## src/rtl/mux6_rr_arbiter.sv

```systemverilog
// mux6_rr_arbiter: round-robin 6:1 byte mux scheduler with registered valid/ready output; define MUX6_ARB_BURST_EN for burst grants
module mux6_rr_arbiter #(
  parameter int WIDTH = 8,
  parameter int BURST_MAX = 4
) (
  input  logic             clk,
  input  logic             rst,
  input  logic [5:0]       req,
  input  logic [WIDTH-1:0] E1,
  input  logic [WIDTH-1:0] E2,
  input  logic [WIDTH-1:0] E3,
  input  logic [WIDTH-1:0] E4,
  input  logic [WIDTH-1:0] E5,
  input  logic [WIDTH-1:0] E6,
  output logic [5:0]       gnt,
  output logic [2:0]       sel,
  output logic [WIDTH-1:0] salida,
  output logic             salida_valid,
  input  logic             salida_ready
);
  localparam logic [0:0] IDLE = 1'b0;
  localparam logic [0:0] FULL = 1'b1;
  logic [0:0] state_q, state_d;
  logic [WIDTH-1:0] salida_q, salida_d;
  logic [2:0] sel_q, sel_d, ptr_q, ptr_d, w, w_nxt;
  logic [WIDTH-1:0] e [6];
  logic free, go;
  always_comb begin
    e[0] = E1;
    e[1] = E2;
    e[2] = E3;
    e[3] = E4;
    e[4] = E5;
    e[5] = E6;
  end
  always_comb begin
    logic [2:0] idx;
    idx = '0;
    w = ptr_q;
    for (int k = 5; k >= 0; k--) begin
      idx = 3'((int'(ptr_q) + k) % 6);
      w = req[idx] ? idx : w;
    end
  end
  assign free = state_q == IDLE || salida_ready;
  assign go = free && !rst && |req;
  assign gnt = go ? 6'(1) << w : '0;
  assign w_nxt = w == 3'd5 ? 3'd0 : w + 3'd1;
  assign state_d = go ? FULL : free ? IDLE : state_q;
  assign salida_d = go ? e[w] : salida_q;
  assign sel_d = go ? w : sel_q;
`ifdef MUX6_ARB_BURST_EN
  localparam int CW = $clog2(BURST_MAX + 1);
  logic [CW-1:0] cnt_q, cnt_d, base;
  logic more;
  always_comb begin
    base = w == ptr_q ? cnt_q : '0;
    more = int'(base) + 1 < BURST_MAX;
    ptr_d = go ? (more ? w : w_nxt) : ptr_q;
    cnt_d = go ? (more ? base + 1'b1 : '0) : cnt_q;
  end
  always_ff @(posedge clk) cnt_q <= rst ? '0 : cnt_d;
`else
  assign ptr_d = go ? w_nxt : ptr_q;
`endif
  always_ff @(posedge clk) begin
    if (rst) begin
      state_q <= IDLE;
      salida_q <= '0;
      sel_q <= '0;
      ptr_q <= '0;
    end else begin
      state_q <= state_d;
      salida_q <= salida_d;
      sel_q <= sel_d;
      ptr_q <= ptr_d;
    end
  end
  assign salida = salida_q;
  assign sel = sel_q;
  assign salida_valid = state_q == FULL;
endmodule

```

## config.mk

```make
export PLATFORM = sky130hd
export DESIGN_NAME = mux6_rr_arbiter
export DESIGN_NICKNAME = d
export VERILOG_FILES = /design/src/rtl/mux6_rr_arbiter.sv
export SDC_FILE = /design/constraint.sdc
export NUM_CORES = 1
export LEC_CHECK = 0
export ABC_AREA = 1
export BUFFER_PORTS_ARGS = -buffer_cell sky130_fd_sc_hd__buf_2
export CAP_MARGIN = 20
export CORE_MARGIN = 5
export CORE_UTILIZATION = 40
export DETAILED_ROUTE_END_ITERATION = 10
export PLACE_DENSITY = 0.69
export SETUP_SLACK_MARGIN = 0.1
export SLEW_MARGIN = 20
export SYNTH_ARGS = -nofsm -noshare
export SYNTH_HDL_FRONTEND = slang
export SYNTH_SLANG_ARGS = --single-unit
export TNS_END_PERCENT = 10
```

## constraint.sdc

```tcl
create_clock -name clk -period 3.6 [get_ports clk]
set_clock_uncertainty 0.1 [all_clocks]
set_input_delay 0.36 -clock clk [delete_from_list [all_inputs] [get_ports clk]]
set_output_delay 0.36 -clock clk [all_outputs]
set_load 0.02 [all_outputs]
```

==> run summary, run 1 <==
hold-fix buffer count after cts - 0
DRC - 0
Die Ht - 81.4 um
WP data required - 3.14 ns
Worst path max stage delay - 0.38 ns
vias in the first global route - 2590
row cnt - 26
Synth area leader - nand2_1
Syn-to-layout area delta - 59.9%
CP max stage cell - dfxtp_4
Post-synth EDFFs - 0
fmax - 275 MHz
CP Max Fanout - 5
Main synth FF type - dfxtp_1
clock sink count - 15
worst-margin pin slew - 0.795 ns
Clock Tree Buf Depth - 2
min-delay src - rst
post-route minimum period - 3.63 ns
met2 usage - 36.5%
Total GRT Usage - 20.0%
met3 usage - 4.32%
R2R Path Start - ptr_q[1]
Via Count - 2791
largest net degree at the start of global routing - 21
H-tree Lvls - 1
layout cells sized above 1 - 42.6%
total die area - 0.00662 mm^2
Fillers - 443
Hold EP - ptr_q[2]
Final Setup Violations - 3
Area contributors post-synth - nand2_1 29%, dfxtp_1 15%, nand3_1 13%
register area - 309 um^2
CP Capture Type - output pin
global route hottest layer - met2
Final WS setup - -0.0318 ns
Slew HR - 46.4%
clock slew at reported path FFs - 0.07 ns
count of final hold-check violations - 0
Arr. time, crit path - 3.17 ns
RePlAce Congestion - 0.928
antenna cells - 0
IO Count - 75
met1 usage - 23.4%
CP startpoint kind - flip-flop
sequential area share after synthesis - 14.7%
RSZ-0062 raised after global routing - yes
synth warn - 0
drt initial violations - 127
Final Max Slew Viols - 0
beginning of the critical path - ptr_q[1]
number of buffers created by CTS - 3
Final HPWL DP - 4930 um
violated checks - negative setup slack
nets - 564
post-route cell area - 0.00326 mm^2
result of the run - finished, violations left
initial antenna violation count - 0
Starting Density - 40.4%
Post-Synthesis Net Count - 450
first drt pass iteration count - 4
Crit Path Class - reg2out
Hold Path Class - in2reg
flop2flop setup slack - 0.25 ns
count of input and output buffers - 74
Yosys top cell area share - 28.5%
average vias per placed instance - 4.94
reg-to-reg critical path endpoint - salida[3]
Max Cap Viol - 0
Post-Place Cell Area - 0.00263 mm^2
clock root cell - clkbuf_8
Die W - 81.4 um
routed len/inst - 12.6 um
Post-Syn Area - 0.00204 mm^2
ys async rst share - 0%
TritonCTS clock tree - done
Reg2Reg Depth - 30
CP dominant cell by count - nand2_1
WL final - 7120 um
worst skew pair latency - 0.26 ns
syn_area_per_cell - 5.34 um^2
multi-input logic area - 0.00186 mm^2
global-route wire length before repair - 10800 um
period utilisation layout - 101%
post-synthesis cell type count - 30
synthesized instance count - 382
GRT overflow - 0
Yosys reg bits - 15
post-route ant nets - 0
Core Area - 0.00504 mm^2
WHS Path Cells - 2
[synth_stat cells (2+ instances only)]
master    number
a21oi_1       19
a21oi_2        2
a31oi_1        2
buf_2          6
buf_4          3
clkbuf_1       2
clkinv_1       2
dfxtp_1       15
ha_1          11
inv_1         27
inv_2         11
nand2_1      155
nand2_2       12
nand3_1       54
nand3_2        3
nor2_1        28
nor2_4         2
nor3_1         5
o211ai_1       3
o21ai_0        7
o21ai_1        4
[stage by stage]
step	worst slack [ns]	instances	hold WS, ns	TNS [ns]	utilization, %
after CTS	0.0488	557	0.244	0	59.6
after global routing	-0.209	565	0.263	-1.35	64.6
final	-0.0318	565	0.244	-0.0447	64.6
after floorplan	0.0422	382	0.329	0	-
after detailed placement	-0.0276	539	0.360	-0.0276	52.2
after global placement	0.0572	539	0.350	0	52.2
[worst max-delay path, delay by kind of cell (launching register included)]
family          cells  cell delay, ns
flops               1            0.38
compound gates      2            0.22
buf+inv             5            0.47
fa+ha+maj           3            0.50
simple gates       18            1.33
[worst max path at each step]
stage	end	slack, ns	depth (start not counted)
final	gnt[3]	-0.03	28
after global routing	gnt[5]	-0.21	25
after CTS	gnt[3]	0.05	26
after detailed placement	gnt[3]	-0.03	26
after global placement	gnt[3]	0.06	26
after floorplan	gnt[3]	0.04	28
[metal layers]
metal | wire (um) | part of all wire, % | vias to the layer above
li1 | - | - | 1448
met2 | 3720 | 52 | 85
met3 | 437 | 6.1 | 14
met1 | 2860 | 40 | 1244
met5 | 0 | 0 | -
met4 | 100 | 1.4 | 0
[cells by family after synthesis]
group	Yosys count	synth area share (%)
AND/OR/NAND/NOR	262	55.6
flip-flops	15	14.7
AO/OA/AOI/OAI	41	11.6
adder cells (fa/ha/maj)	11	6.75
XOR/XNOR	1	0.430
buffers and inverters	52	10.9
[cell type report]
class	count	area share [%]
clock buffers	3	1.27
clock inverters	1	0.230
inverters	40	4.92
multi-input cells	315	57.1
flip-flops and latches	15	9.49
well taps	70	2.69
repair buffers	121	24.3
[repair_timing]
action                                  CTS  global route
buffers inserted                         14             8
gates resized for setup                  55            46
pin swaps                                25            45
endpoints found under the setup margin    6            15
[registers in the layout, indices dropped and copies added (netlist names)]
| name | cells |
|---|---|
| salida | 8 |
| sel | 3 |
| ptr_q | 3 |
| salida_valid | 1 |
[cells in the final DEF (no fill, tap or decap), drive strengths merged]
cell        n
inv        38
xnor2       1
nand4       1
nor2       30
buf       121
clkinv      2
clkbuf      3
o21bai      1
o21ai      11
nand3      57
clkinvlp    1
a21oi      21
nand2     168
nor3        5
o211ai      3
a21boi      2
a31oi       2
dfxtp      15
a22oi       1
or2         1
ha         11
Power of run 1 is left out: the tool's default activity adds up to more than one toggle a clock period on the data nets, which glitch-free logic cannot reach.
==> inputs of run 2 (changes only) <==
--- a/config.mk
+++ b/config.mk
@@ -11,7 +11,7 @@
 export CORE_MARGIN = 5
 export CORE_UTILIZATION = 40
 export DETAILED_ROUTE_END_ITERATION = 10
-export PLACE_DENSITY = 0.69
+export PLACE_DENSITY = 0.67
 export SETUP_SLACK_MARGIN = 0.1
 export SLEW_MARGIN = 20
 export SYNTH_ARGS = -nofsm -noshare
==> constraint.sdc (replaced) <==
create_clock -name clk -period 4.35 [get_ports clk]
set_clock_uncertainty 0.1 [all_clocks]
set_input_delay 0.435 -clock clk [delete_from_list [all_inputs] [get_ports clk]]
set_output_delay 0.435 -clock clk [all_outputs]
set_load 0.02 [all_outputs]
==> run summary, run 2 (synthesis gave the netlist of run 1 again) <==
result of the run - finished, final reports clean (was finished, violations left)
nets - 533 (was 564)
RSZ-0062 raised after global routing - yes (unchanged)
Core Area - 0.00504 mm^2 (unchanged)
clock root cell - clkbuf_8 (unchanged)
Die W - 81.4 um (unchanged)
Reg2Reg Depth - 27 (was 30)
Crit Path Class - reg2out (unchanged)
Via Count - 2617 (was 2791)
Syn-to-layout area delta - 29.0% (was 59.9%)
critical path, cell by cell - inv_1, ha_2, a21oi_4, inv_2, ha_1, nor2_1, nand3_1, nand2_1, nand3_1, nand2_2, nand3_1, nand2_1, nand2_1, nand2_1, nand2_1, nand2_2, nand2_1, nand2_2, nand2_2, nor2_4, inv_1, nor3_1, buf_2
commonest non-fill, non-tap cell in the layout - nand2_1 (unchanged)
global-route wire length before repair - 10400 um (was 10800 um)
Total GRT Usage - 19.8% (was 20.0%)
WL final - 6390 um (was 7120 um)
period utilisation layout - 92.3%
IO Count - 75 (unchanged)
fmax - 249 MHz
first drt pass iteration count - 4 (unchanged)
Final HPWL DP - 5190 um (was 4930 um)
WP data required - 3.82 ns (was 3.14 ns)
post-route minimum period - 4.02 ns
Slew HR - 50.5% (was 46.4%)
worst skew pair latency - 0.25 ns (was 0.26 ns)
TritonCTS clock tree - done (unchanged)
DRC - 0 (unchanged)
RePlAce Congestion - 0.927 (was 0.928)
GRT overflow - 0 (unchanged)
CP Capture Type - output pin (unchanged)
number of buffers created by CTS - 3 (unchanged)
drt initial violations - 177 (was 127)
most frequent cells in the layout - 154 x nand2_1, 73 x buf_2, 54 x nand3_1 (was 133 x nand2_1, 68 x buf_2, 46 x nand3_1)
initial antenna violation count - 0 (unchanged)
clock sink count - 15 (unchanged)
count of final hold-check violations - 0 (unchanged)
clock slew at reported path FFs - 0.06 ns (was 0.07 ns)
WHS Path Cells - 2 (unchanged)
fin cells - 534 (was 565)
Starting Density - 40.4% (unchanged)
Final Max Slew Viols - 0 (unchanged)
CP dominant cell by count - nand2_1 (unchanged)
Inst Count DP - 521 (was 539)
total die area - 0.00662 mm^2 (unchanged)
largest net degree at the start of global routing - 21 (unchanged)
TNS Setup - 0 ns (was -0.0447 ns)
vias in the first global route - 2390 (was 2590)
Final Setup Violations - 0 (was 3)
post-route ant nets - 0 (unchanged)
routed len/inst - 12.0 um (was 12.6 um)
CP startpoint kind - flip-flop (unchanged)
Hold Path Class - in2reg (unchanged)
Die Ht - 81.4 um (unchanged)
H-tree Lvls - 1 (unchanged)
CP Buf/Inv Count - 4 (was 5)
hold-fix buffer count after cts - 0 (unchanged)
Max Cap Viol - 0 (unchanged)
count of input and output buffers - 74 (unchanged)
Worst path max stage delay - 0.40 ns (was 0.38 ns)
antenna cells - 0 (unchanged)
CP Max Fanout - 8 (was 5)
layout cells sized above 1 - 28.0% (was 42.6%)
average vias per placed instance - 4.90 (was 4.94)
worst-margin pin slew - 0.735 ns (was 0.795 ns)
max reg flops - 8 (unchanged)
critical path's top delay family - simple AND/OR/NAND/NOR gates (unchanged)
row cnt - 26 (unchanged)
Clock Tree Buf Depth - 2 (unchanged)
Arr. time, crit path - 3.48 ns (was 3.17 ns)
CP max stage cell - dfxtp_2 (was dfxtp_4)
Worst path depth - 23 (was 28)
[run 2: cell count changes in the layout (fill, tap and decap cells not counted), moves of 6 or more]
| cell | before | now |
|---|---|---|
| buf_4 | 42 | 17 |
| buf_6 | 9 | 0 |
| ha_1 | 3 | 9 |
| ha_4 | 8 | 0 |
| nand2_1 | 133 | 154 |
| nand2_2 | 22 | 11 |
| nand2_4 | 13 | 3 |
| nand3_1 | 46 | 54 |
[run 2: area by class of cell]
cell class | instances | area (um^2)
inverters | 40 | 153
multi-input cells | 315 | 1550
clock inverters | 1 | 5.00
flip-flops and latches | 15 | 302
clock buffers | 3 | 41.3
fillers | 531 | 2410
repair buffers | 90 | 493
well taps | 70 | 87.6
[run 2: timing repair]
action	in CTS	in global routing
setup endpoints to repair	5	6
resized for setup	0	10
gates cloned	0	0
setup buffers	0	9
hold endpoints to repair	0	0
pin swaps	0	4
[run 2: final timing paths]
| path | slack (ns) | end | startpoint |
|---|---|---|---|
| worst min register to register | 0.36 | sel[1] | sel[1] |
| worst max-delay path | 0.33 | gnt[4] | ptr_q[1] |
| worst max register to register | 0.86 | salida[6] | ptr_q[1] |
| worst min-delay path | 0.33 | sel[0] | rst |
[run 2: layer usage]
layer	vias up	track usage, %	share of wire (%)
li1	1382	-	-
met3	14	4.43	7.3
met1	1124	26.0	44
met4	0	6.42	2.5
met5	-	0	0
met2	97	31.8	46
[run 2: through the flow]
| step | hold slack, ns | util, % | area, um^2 | setup WS [ns] |
|---|---|---|---|---|
| finish | 0.335 | 52.2 | 2630 | 0.335 |
| global route | 0.324 | 52.2 | 2630 | 0.0733 |
| CTS | 0.329 | 50.0 | 2520 | 0.0423 |
| detailed placement | 0.353 | 49.1 | 2480 | 0.322 |
| global placement | 0.353 | 49.1 | 2480 | 0.416 |
| floorplan | 0.404 | - | 2040 | 0.602 |
[run 2: worst register-to-register path, cell delays in order (launching register included)]
cell and delay [ns]:
dfxtp_2 0.40, inv_1 0.11, ha_2 0.24, a21oi_4 0.16, inv_2 0.05, ha_1 0.28, nor2_1 0.11, nand3_1 0.07
nand2_1 0.09, nand3_1 0.12, nand2_2 0.13, nand2_1 0.06, nand2_1 0.07, nand2_1 0.10, nand2_1 0.07, nand2_1 0.05
nand2_1 0.07, nand2_2 0.08, nand2_1 0.14, nand2_2 0.08, nand2_2 0.17, nor2_4 0.07, buf_4 0.14, buf_4 0.13
nand3_1 0.07, nand2_1 0.05, nor2_1 0.13, nor2_1 0.05
Power of run 2 is left out for the same reason.
